--- src/rtl/uart_tx_arbiter_if.sv ---
// Handshake bundle between the two byte producers, the UART transmitter and the arbiter.
// The arbiter takes the slave view; the environment driving it takes the master view.
interface uart_tx_arbiter_if;
    logic [7:0] m_tx_byte;
    logic       m_transmit;
    logic       m_full;
    logic [7:0] c_tx_byte;
    logic       c_transmit;
    logic       c_full;
    logic       mon_priority;
    logic [7:0] u_tx_byte;
    logic       u_transmit;
    logic       u_is_transmitting;
    logic       owner;
    logic       busy;
    logic [1:0] ovf;
    logic       timeout_err;
    logic       clr_err;

    modport slave (
        input  m_tx_byte, m_transmit, c_tx_byte, c_transmit, mon_priority,
               u_is_transmitting, clr_err,
        output m_full, c_full, u_tx_byte, u_transmit, owner, busy, ovf, timeout_err
    );

    modport master (
        output m_tx_byte, m_transmit, c_tx_byte, c_transmit, mon_priority,
               u_is_transmitting, clr_err,
        input  m_full, c_full, u_tx_byte, u_transmit, owner, busy, ovf, timeout_err
    );
endinterface

--- src/rtl/uart_tx_arbiter.sv ---
// Shares one UART transmitter between the monitor (index 0) and the CPU (index 1),
// each feeding its own FIFO; a small FSM drains them one byte at a time.
module uart_tx_arbiter #(
    parameter int DEPTH_LOG2    = 2,
    parameter int START_TIMEOUT = 16
) (
    input  logic             clk,
    input  logic             rst,
    uart_tx_arbiter_if.slave bus
);
    localparam int DEPTH = 1 << DEPTH_LOG2;
    localparam int TW    = $clog2(START_TIMEOUT + 1);
    localparam logic [DEPTH_LOG2:0]   FULL_CNT = (DEPTH_LOG2 + 1)'(DEPTH);
    localparam logic [DEPTH_LOG2:0]   CNT_ONE  = (DEPTH_LOG2 + 1)'(1);
    localparam logic [DEPTH_LOG2-1:0] PTR_ONE  = DEPTH_LOG2'(1);
    localparam logic [TW-1:0]         TMR_ONE  = TW'(1);
    localparam logic [TW-1:0]         TMR_LOAD = TW'(START_TIMEOUT);

    typedef enum logic [1:0] {IDLE, LAUNCH, WAIT_START, WAIT_DONE} state_t;

    state_t                         state_q, state_d;
    logic [1:0][DEPTH_LOG2-1:0]     wr_ptr_q, wr_ptr_d, rd_ptr_q, rd_ptr_d;
    logic [1:0][DEPTH_LOG2:0]       cnt_q, cnt_d;
    logic [7:0]                     mem_q [2][DEPTH];
    logic [7:0]                     tx_byte_q, tx_byte_d;
    logic                           u_transmit_q, u_transmit_d;
    logic                           owner_q, owner_d;
    logic                           last_q, last_d;
    logic [TW-1:0]                  tmr_q, tmr_d;
    logic [1:0]                     ovf_q, ovf_d;
    logic                           terr_q, terr_d;
    logic [1:0]                     full_q, full_d;
    logic                           busy_q, busy_d;

    logic [1:0]                     push_s, pop_s, nempty_s, accept_s, ovf_set_s;
    logic [1:0][7:0]                push_byte_s;
    logic                           sel_s, terr_set_s;

    assign push_s         = {bus.c_transmit, bus.m_transmit};
    assign push_byte_s[0] = bus.m_tx_byte;
    assign push_byte_s[1] = bus.c_tx_byte;
    assign nempty_s       = {|cnt_q[1], |cnt_q[0]};

    // Scheduler: requester selection, launch pulse and start-timeout handling
    always_comb begin
        state_d    = state_q;
        pop_s      = 2'b00;
        sel_s      = 1'b0;
        tx_byte_d  = tx_byte_q;
        owner_d    = owner_q;
        last_d     = last_q;
        tmr_d      = tmr_q;
        terr_set_s = 1'b0;
        case (state_q)
            IDLE: begin
                if (!bus.u_is_transmitting && (nempty_s != 2'b00)) begin
                    if (bus.mon_priority) begin
                        sel_s = ~nempty_s[0];
                    end else if (nempty_s == 2'b11) begin
                        sel_s = ~last_q;
                    end else begin
                        sel_s = ~nempty_s[0];
                    end
                    pop_s[sel_s] = 1'b1;
                    tx_byte_d    = mem_q[sel_s][rd_ptr_q[sel_s]];
                    owner_d      = sel_s;
                    state_d      = LAUNCH;
                end else begin
                    state_d = IDLE;
                end
            end
            LAUNCH: begin
                tmr_d   = TMR_LOAD;
                state_d = WAIT_START;
            end
            WAIT_START: begin
                if (bus.u_is_transmitting) begin
                    state_d = WAIT_DONE;
                end else begin
                    tmr_d = tmr_q - TMR_ONE;
                    // Abandon the byte when the count would hit zero this cycle
                    if (tmr_q <= TMR_ONE) begin
                        terr_set_s = 1'b1;
                        last_d     = owner_q;
                        state_d    = IDLE;
                    end else begin
                        state_d = WAIT_START;
                    end
                end
            end
            WAIT_DONE: begin
                if (!bus.u_is_transmitting) begin
                    last_d  = owner_q;
                    state_d = IDLE;
                end else begin
                    state_d = WAIT_DONE;
                end
            end
            default: begin
                state_d = IDLE;
            end
        endcase
    end

    // FIFO bookkeeping and sticky error flags; a full FIFO still accepts when it pops
    always_comb begin
        accept_s  = 2'b00;
        ovf_set_s = 2'b00;
        wr_ptr_d  = wr_ptr_q;
        rd_ptr_d  = rd_ptr_q;
        cnt_d     = cnt_q;
        for (int r = 0; r < 2; r++) begin
            accept_s[r]  = push_s[r] && ((cnt_q[r] != FULL_CNT) || pop_s[r]);
            ovf_set_s[r] = push_s[r] && (cnt_q[r] == FULL_CNT) && !pop_s[r];
            if (accept_s[r]) begin
                wr_ptr_d[r] = wr_ptr_q[r] + PTR_ONE;
            end else begin
                wr_ptr_d[r] = wr_ptr_q[r];
            end
            if (pop_s[r]) begin
                rd_ptr_d[r] = rd_ptr_q[r] + PTR_ONE;
            end else begin
                rd_ptr_d[r] = rd_ptr_q[r];
            end
            case ({accept_s[r], pop_s[r]})
                2'b10:   cnt_d[r] = cnt_q[r] + CNT_ONE;
                2'b01:   cnt_d[r] = cnt_q[r] - CNT_ONE;
                default: cnt_d[r] = cnt_q[r];
            endcase
        end
        ovf_d        = (bus.clr_err ? 2'b00 : ovf_q) | ovf_set_s;
        terr_d       = (bus.clr_err ? 1'b0 : terr_q) | terr_set_s;
        full_d       = {cnt_d[1] == FULL_CNT, cnt_d[0] == FULL_CNT};
        busy_d       = (state_d != IDLE) || (|cnt_d[0]) || (|cnt_d[1]);
        u_transmit_d = (state_d == LAUNCH);
    end

    // Control and status registers; outputs are taken straight from these flops
    always_ff @(posedge clk or posedge rst) begin
        if (rst) begin
            state_q      <= IDLE;
            wr_ptr_q     <= '0;
            rd_ptr_q     <= '0;
            cnt_q        <= '0;
            tx_byte_q    <= 8'h00;
            u_transmit_q <= 1'b0;
            owner_q      <= 1'b0;
            last_q       <= 1'b1;
            tmr_q        <= '0;
            ovf_q        <= 2'b00;
            terr_q       <= 1'b0;
            full_q       <= 2'b00;
            busy_q       <= 1'b0;
        end else begin
            state_q      <= state_d;
            wr_ptr_q     <= wr_ptr_d;
            rd_ptr_q     <= rd_ptr_d;
            cnt_q        <= cnt_d;
            tx_byte_q    <= tx_byte_d;
            u_transmit_q <= u_transmit_d;
            owner_q      <= owner_d;
            last_q       <= last_d;
            tmr_q        <= tmr_d;
            ovf_q        <= ovf_d;
            terr_q       <= terr_d;
            full_q       <= full_d;
            busy_q       <= busy_d;
        end
    end

    // FIFO storage needs no reset; the flushed pointers make old contents unreachable
    always_ff @(posedge clk) begin
        for (int r = 0; r < 2; r++) begin
            if (accept_s[r]) begin
                mem_q[r][wr_ptr_q[r]] <= push_byte_s[r];
            end
        end
    end

    assign bus.u_tx_byte   = tx_byte_q;
    assign bus.u_transmit  = u_transmit_q;
    assign bus.owner       = owner_q;
    assign bus.busy        = busy_q;
    assign bus.ovf         = ovf_q;
    assign bus.timeout_err = terr_q;
    assign bus.m_full      = full_q[0];
    assign bus.c_full      = full_q[1];
endmodule

--- src/flat_wrapper.sv ---
// flat-port wrapper written by rule: the top's interface ports become plain ports
module uart_tx_arbiter_flat 
#(
    parameter int DEPTH_LOG2    = 2,
    parameter int START_TIMEOUT = 16
)
  (clk, rst, bus_m_tx_byte, bus_m_transmit, bus_c_tx_byte, bus_c_transmit, bus_mon_priority, bus_u_is_transmitting, bus_clr_err, bus_m_full, bus_c_full, bus_u_tx_byte, bus_u_transmit, bus_owner, bus_busy, bus_ovf, bus_timeout_err);
  uart_tx_arbiter_if bus_i ();
  input  logic clk;
  input  logic rst;
  input wire logic [$bits(bus_i.m_tx_byte)-1:0] bus_m_tx_byte;
  input wire logic [$bits(bus_i.m_transmit)-1:0] bus_m_transmit;
  input wire logic [$bits(bus_i.c_tx_byte)-1:0] bus_c_tx_byte;
  input wire logic [$bits(bus_i.c_transmit)-1:0] bus_c_transmit;
  input wire logic [$bits(bus_i.mon_priority)-1:0] bus_mon_priority;
  input wire logic [$bits(bus_i.u_is_transmitting)-1:0] bus_u_is_transmitting;
  input wire logic [$bits(bus_i.clr_err)-1:0] bus_clr_err;
  output wire logic [$bits(bus_i.m_full)-1:0] bus_m_full;
  output wire logic [$bits(bus_i.c_full)-1:0] bus_c_full;
  output wire logic [$bits(bus_i.u_tx_byte)-1:0] bus_u_tx_byte;
  output wire logic [$bits(bus_i.u_transmit)-1:0] bus_u_transmit;
  output wire logic [$bits(bus_i.owner)-1:0] bus_owner;
  output wire logic [$bits(bus_i.busy)-1:0] bus_busy;
  output wire logic [$bits(bus_i.ovf)-1:0] bus_ovf;
  output wire logic [$bits(bus_i.timeout_err)-1:0] bus_timeout_err;
  assign bus_i.m_tx_byte = bus_m_tx_byte;
  assign bus_i.m_transmit = bus_m_transmit;
  assign bus_i.c_tx_byte = bus_c_tx_byte;
  assign bus_i.c_transmit = bus_c_transmit;
  assign bus_i.mon_priority = bus_mon_priority;
  assign bus_i.u_is_transmitting = bus_u_is_transmitting;
  assign bus_i.clr_err = bus_clr_err;
  assign bus_m_full = bus_i.m_full;
  assign bus_c_full = bus_i.c_full;
  assign bus_u_tx_byte = bus_i.u_tx_byte;
  assign bus_u_transmit = bus_i.u_transmit;
  assign bus_owner = bus_i.owner;
  assign bus_busy = bus_i.busy;
  assign bus_ovf = bus_i.ovf;
  assign bus_timeout_err = bus_i.timeout_err;
  uart_tx_arbiter #(.DEPTH_LOG2(DEPTH_LOG2), .START_TIMEOUT(START_TIMEOUT)) u_core (.clk(clk), .rst(rst), .bus(bus_i));
endmodule
--- config.mk ---
export PLATFORM = sky130hd
export DESIGN_NAME = uart_tx_arbiter_flat
export DESIGN_NICKNAME = d
export VERILOG_FILES = /design/src/rtl/uart_tx_arbiter_if.sv /design/src/rtl/uart_tx_arbiter.sv /design/src/flat_wrapper.sv
export SDC_FILE = /design/constraint.sdc
export NUM_CORES = 1
export LEC_CHECK = 0
export CORE_ASPECT_RATIO = 0.9
export CORE_MARGIN = 2
export CORE_UTILIZATION = 45
export DETAILED_ROUTE_END_ITERATION = 8
export DONT_BUFFER_PORTS = 1
export PLACE_DENSITY = 0.62
export SLEW_MARGIN = 0
export SYNTH_ARGS = -nofsm -noshare
export SYNTH_HDL_FRONTEND = slang
export SYNTH_SLANG_ARGS = --single-unit
--- constraint.sdc ---
create_clock -name clk -period 7.54 [get_ports clk]
set_input_delay 0.377 -clock clk [delete_from_list [all_inputs] [get_ports clk]]
set_output_delay 0.377 -clock clk [all_outputs]
set_load 0.005 [all_outputs]
# Yosys cells after proc, flatten, opt, wreduce, memory -nomap -nowiden
# Memory sizes are Yosys's and may differ from the RTL's.
# Cells that the tools add are included.
# totals
ff_bits	38
mem_bits_rw	64
in_bits	23
output_inout_bits	16
elab_cells	127
mem_count	1
# mem_list
memory	depth	word_bits	read_ports	rd_clocked_by_memory_dff	wr	line_no	text
u_core.mem_q	2	32	1	0	2	uart_tx_arbiter.sv:24	logic [7:0] mem_q [2][DEPTH];
# op_classes
addsub	9
n_lt_le_gt_ge	8
n_eq_ne	18
mux	39
n_bitwise	7
n_reduce_logical	29
# ops
operator	n
$mux W32	2
$demux W8 S2	2
$mux W8	4
$bmux W8 S2	1
$mux W2	8
$mux W1	15
$eq A3 B3 Y1 const B	4
$pmux W3 S2	2
$reduce_or A3 Y1	4
$eq A2 B2 Y1 const B	5
$logic_and A1 B1 Y1	10
$pmux W5 S2	1
$ge A3 B3 Y1 const B	3
$not A2 Y3	3
$add A2 B1 Y2 const B	4
$eq A2 B1 Y1 const B	4
$pmux W2 S4	1
$reduce_bool A2 Y1	4
$add A3 B1 Y3 const B	2
$lt A3 B1 Y1 const B	2
$ne A3 B3 Y1 const B	2
$sub A3 B1 Y3 const B	2
$le A5 B1 Y1 const B	1
$mux W5	1
other kinds (15)	23

# Logic depth before layout (Yosys ltp)
# logic_depth
word_depth	19
mapped_depth	12
depth_no_buf	11

# Worst setup path before layout
# No wires, ideal clock.
# synth_path
path_type	register to register
from	reg u_core.cnt_q[3] (netlist bit)
to	reg u_core.busy_q, in the netlist u_core.bus.busy
setup_time_ps	139
t_arrival_ps	2717
required_time_ps	7401
path_slack_ps	4684
path_stages_with_launch	12
n_path_buf	1
period_less_slack_ps	2856
cell_sequence	dfrtp_1 > or3_4 > a21oi_4 > buf_8 > and2_4 > ha_1 > inv_1 > fa_1 > xor2_1 > o21a_1 > a2111oi_0 > nand4b_1
# synth_via
elab_chain_cells	19
elab_cells_between_ends	35
classes_between	add/sub: 2; order compare: 2; eq/ne: 6; mux: 12; reduce/logical: 13
# synth_lines
item	line_no	text
start: declaration	uart_tx_arbiter.sv:23	logic [1:0][DEPTH_LOG2:0] cnt_q, cnt_d;
start signal: assignment	uart_tx_arbiter.sv:158	cnt_q <= cnt_d;
$reduce_or A3 Y1 (*)	uart_tx_arbiter.sv:42	assign nempty_s = {|cnt_q[1], |cnt_q[0]};
$eq A2 B2 Y1	uart_tx_arbiter.sv:59	end else if (nempty_s == 2'b11) begin
$mux W1	uart_tx_arbiter.sv:59	
$mux W1	uart_tx_arbiter.sv:57	if (bus.mon_priority) begin
$mux W1	uart_tx_arbiter.sv:56	if (!bus.u_is_transmitting && (nempty_s != 2'b00)) begin
$mux W1	uart_tx_arbiter.sv:54	case (state_q)
$lt A1 B2 Y1 (not written as such) / $ge A1 B1 Y1 (equally long branches)	uart_tx_arbiter.sv:64	pop_s[sel_s] = 1'b1;
$logic_and A1 B1 Y1 (not written as such)	uart_tx_arbiter.sv:64	
[4 not listed]	n/a	
net u_core.pop_s[0]	uart_tx_arbiter.sv:35	logic [1:0] push_s, pop_s, nempty_s, accept_s, ovf_set_s;
$logic_or A1 B1 Y1	uart_tx_arbiter.sv:113	accept_s[r] = push_s[r] && ((cnt_q[r] != FULL_CNT) || pop_s[r]);
$logic_and A1 B1 Y1	uart_tx_arbiter.sv:113	
$eq A2 B1 Y1 / $eq A2 B2 Y1 (equally long branches)	uart_tx_arbiter.sv:125	case ({accept_s[r], pop_s[r]})
$pmux W3 S2 (*)	uart_tx_arbiter.sv:125	
$reduce_or A3 Y1 (*)	uart_tx_arbiter.sv:134	busy_d = (state_d != IDLE) || (|cnt_d[0]) || (|cnt_d[1]);
$logic_or A1 B1 Y1 (*) (2 in a row)	uart_tx_arbiter.sv:134	
net u_core.busy_d	uart_tx_arbiter.sv:33	logic busy_q, busy_d;
end signal: assignment	uart_tx_arbiter.sv:167	busy_q <= busy_d;
end: declaration	uart_tx_arbiter.sv:33	
# Mark *: on every way through the listed nets, which the timed path passes. The rest lies on a longest branch. The select of a mux whose other input is x is not followed.
# A chain may end at the register's enable or synchronous reset.

# Final worst setup path
# layout_path
from	reg u_core.cnt_q[3] (netlist bit)
to	reg u_core.busy_q, in the netlist u_core.bus.busy
# layout_via
elab_chain_cells	19
elab_cells_between_ends	35
classes_between	add/sub: 2; order compare: 2; eq/ne: 6; mux: 12; reduce/logical: 13
# layout_lines
item	line_no
$reduce_or A3 Y1	uart_tx_arbiter.sv:42
$eq A2 B2 Y1	uart_tx_arbiter.sv:59
$mux W1	uart_tx_arbiter.sv:59
$mux W1	uart_tx_arbiter.sv:57
$mux W1	uart_tx_arbiter.sv:56
$mux W1	uart_tx_arbiter.sv:54
$lt A1 B2 Y1 (not written as such) / $ge A1 B1 Y1 (equally long branches)	uart_tx_arbiter.sv:64
$logic_and A1 B1 Y1 (not written as such)	uart_tx_arbiter.sv:64
[4 not listed]	n/a
$logic_or A1 B1 Y1	uart_tx_arbiter.sv:113
$logic_and A1 B1 Y1	uart_tx_arbiter.sv:113
$eq A2 B1 Y1 / $eq A2 B2 Y1 (equally long branches)	uart_tx_arbiter.sv:125
$pmux W3 S2	uart_tx_arbiter.sv:125
$reduce_or A3 Y1	uart_tx_arbiter.sv:134
$logic_or A1 B1 Y1	uart_tx_arbiter.sv:134
$logic_or A1 B1 Y1 (*)	uart_tx_arbiter.sv:134
net u_core.busy_d	uart_tx_arbiter.sv:33
# Marks and branches as above.

==> results_dict.tcl <==
set metrics [dict create \
    p_leak_uw 0.001774 \
    ys_seq_area_share_pct 65.78 \
    clk_path_buf_depth 2 \
    synthTopCellsByCount "64 x edfxtp_1, 37 x dfrtp_1, 23 x inv_1" \
    cpMostUsedCell "inv_1" \
    internal-power_uw 1249 \
    cap_violations 0 \
    rows 34 \
    grt_pass1_vias 2263 \
    synth_warnings 0 \
    overflow 0 \
    vias 2168 \
    cts-buffers-inserted 9 \
    required_ns 7.78 \
    wl_per_cell_um 18.34 \
    p_sw_uw 610.9 \
    dp.cells 397 \
    rsz0062_at_grt "no" \
    fmax_ghz 0.3065 \
    drc 0 \
    fill_cells 811 \
    grt_antenna_before_repair 0 \
    numClockSinks 102 \
    worst_pin_slew_ns 0.6441 \
    diodes 0 \
    firstDrtPassIters 4 \
    post-route-period-util_pct 43.28 \
    hold_path.class "in -> async" \
    core_um2 9572 \
    num_io_pins 39 \
    syn_area_um2 4369 \
    grt_max_degree 39 \
    pwr-share-comb_pct 28.2 \
    synth_cells 278 \
    fin_cells 413 \
    worst_setup_path_start_kind "register" \
    viasPerCell 5.249 \
    r2r_start "u_core.cnt_q[3]" \
    die_h_um 97.48 \
    nets 319 \
    die_w_um 107.9 \
    switching_share_pct 32.84 \
    cts_root_buffer "clkbuf_8" \
    critPathTopFamily "compound AO/OA/AOI/OAI gates" \
    io_buffers 0 \
    maxSlewHeadroom_pct 57.06 \
    fin_setup_tns_ns 0 \
    worst-path-buf-inv 2 \
    cts_tree "yes" \
    path_class "reg -> reg" \
    postCtsHoldBufs 0 \
    r2r_cells 11 \
    final-seq-area_um2 2874 \
    setup_viol 0 \
    synth_most_common_cell "edfxtp_1" \
    synth_seq_cells 102 \
    first_iter_violations 137 \
    place_congestion 0.7831 \
    wirelength_um 7574 \
    fin_crit_ns 3.263 \
    multi_input_area_um2 1354 \
    clkPwrFrac_pct 22.6 \
    cts.repair.resized 0 \
    dpl.hpwl_um 5234 \
    synth_edf_count 64 \
    ys_types 56 \
    start_util_pct 45.65 \
    endpoint_kind "register" \
    grt_pass1_wl_um 12310 \
    critPathMaxStageDelay_ns 0.52 \
    path_cells "or3_4, a21oi_4, o22ai_2, inv_1, ha_1, inv_1, fa_1, nor2b_1, a21oi_1, a2111oi_0, nand4b_1" \
    area_growth_pct 8.305 \
    status "finished, final reports clean" \
    skew_ns 0.01373 \
    p_seq_share_pct 49.2 \
    async_flop_share_pct 37.25 \
    cp_slowest_cell "fa_1" \
    powerDensity_nw_per_um2 393.1 \
    crit_fanout 11 \
    synth_nets 315 \
    ant_nets 0 \
    synthTopCellsByArea "edfxtp_1 44%, dfrtp_1 21%, mux4_2 8.2%" \
    drv_slew 0 \
    cts-htree-levels 3 \
    path_clk_slew_ns 0.10 \
    grt.total_usage_pct 15.95 \
    synth_flop_cell "edfxtp_1" \
    drive_above_1_share_pct 17.77 \
    reg2reg_to "u_core.bus.busy" \
    synth_top_cell_by_area "edfxtp_1" \
    synth_top_cell_area_share_pct 43.99 \
    rrSetupSlack_ns 4.28 \
    arrival_ns 3.50 \
    irDropWorstVdd_v 0.0001925 \
    hold_viol 0 \
    die_area_um2 10510 \
    cts_setup_buffers 0 \
    syn_area_per_cell_um2 15.72 \
    insertion_delay_ns 0.37 \
]
-- cells in the final DEF (no fill, tap or decap), types with 2 or more instances in the layout --
cell type,instances
a21oi_1,16
a21oi_4,2
a32o_1,2
and2_1,4
and2_2,4
bufinv_16,3
clkbuf_8,9
dfrtp_1,37
edfxtp_1,64
fa_1,2
ha_1,12
inv_1,23
inv_6,2
mux2i_1,9
mux4_2,16
nand2_1,5
nand3_1,3
nor2_1,18
nor3_1,5
nor3b_1,2
o211ai_1,2
o21ai_0,2
o21ai_1,2
o32ai_1,2
or3_4,2
xnor2_1,8
xor2_1,2
-- area by class of cell --
class,count,share of cell area (%)
Sequential cell,102,60.74
Clock inverter,7,2.723
Inverter,23,1.824
Clock buffer,9,2.618
Tap cell,126,3.332
Timing Repair Buffer,1,0.1586
Multi-Input combinational cell,145,28.61
-- logic make-up after synthesis --
group / count (synthesis) / synth area share [%]
DFF: 102 / 65.78
adders and majority gates: 14 / 4.353
muxes: 28 / 11.17
and+or+nand+nor: 53 / 6.758
buffers and inverters: 31 / 3.236
xor gates and xnor gates: 11 / 2.377
AOI/OAI and AO/OA: 39 / 6.329
-- power groups by stage --
| stage | clock network (uW) | registers (uW) | logic [uW] |
|---|---|---|---|
| finish | 420 | 915 | 525 |
| global route | 455 | 944 | 591 |
| floorplan | 0 | 841 | 494 |
| detailed placement | 0 | 935 | 530 |
| global placement | 0 | 928 | 522 |
| CTS | 429 | 922 | 533 |
-- metrics by stage --
step / util (%) / instance area [um2] / worst slack (ns) / total power [uW] / hold WS [ns]
2_1_floorplan: - / 4369 / 4.684 / 1335 / 0.4759
3_5_place_dp: 46.80 / 4479 / 4.288 / 1465 / 0.4207
5_1_grt: 49.44 / 4732 / 3.961 / 1990 / 0.02863
3_3_place_gp: 46.80 / 4479 / 4.392 / 1450 / 0.4091
6_report: 49.44 / 4732 / 4.277 / 1860 / 0.003601
4_1_cts: 49.44 / 4732 / 4.264 / 1884 / 0.005152
-- sequential cells by signal, summed over array words and instances (netlist names) --
register,cells
u_core.bus.u_tx_byte,8
u_core.full_q,2
u_core.bus.busy,1
u_core.bus.timeout_err,1
u_core.wr_ptr_q,4
u_core.bus.owner,1
u_core.bus.ovf,2
u_core.mem_q,64
u_core.last_q,1
u_core.rd_ptr_q,4
u_core.tmr_q,5
u_core.cnt_q,6
u_core.bus.u_transmit,1
u_core.state_q,2
-- worst register-to-register path, delay by kind of cell (launching register included) --
family | cells | cell delay (ns)
AOI/OAI and AO/OA | 4 | 1.09
and+or+nand+nor | 3 | 0.73
adders and majority gates | 2 | 0.70
DFF | 1 | 0.45
buffers and inverters | 2 | 0.17
-- how the worst max path moves through the flow --
stage,from,endpoint,slack (ns),cells after the start
after floorplan,u_core.cnt_q[3],u_core.bus.busy,4.68,11
after global placement,u_core.cnt_q[3],u_core.bus.busy,4.39,11
after detailed placement,u_core.cnt_q[3],u_core.bus.busy,4.29,11
after CTS,u_core.cnt_q[3],u_core.bus.busy,4.26,11
after global routing,u_core.cnt_q[3],u_core.bus.busy,3.96,11
final,u_core.cnt_q[3],u_core.bus.busy,4.28,11
-- layer usage --
metal  up-vias  GRT usage (%)  wire length, um
met5         -              0                0
met1      1083          21.48             3409
met2        47          24.29             3612
met3         8          5.969              486
met4         0          4.734               67
li1       1030              -                -
(Power assumes the default switching activity.)
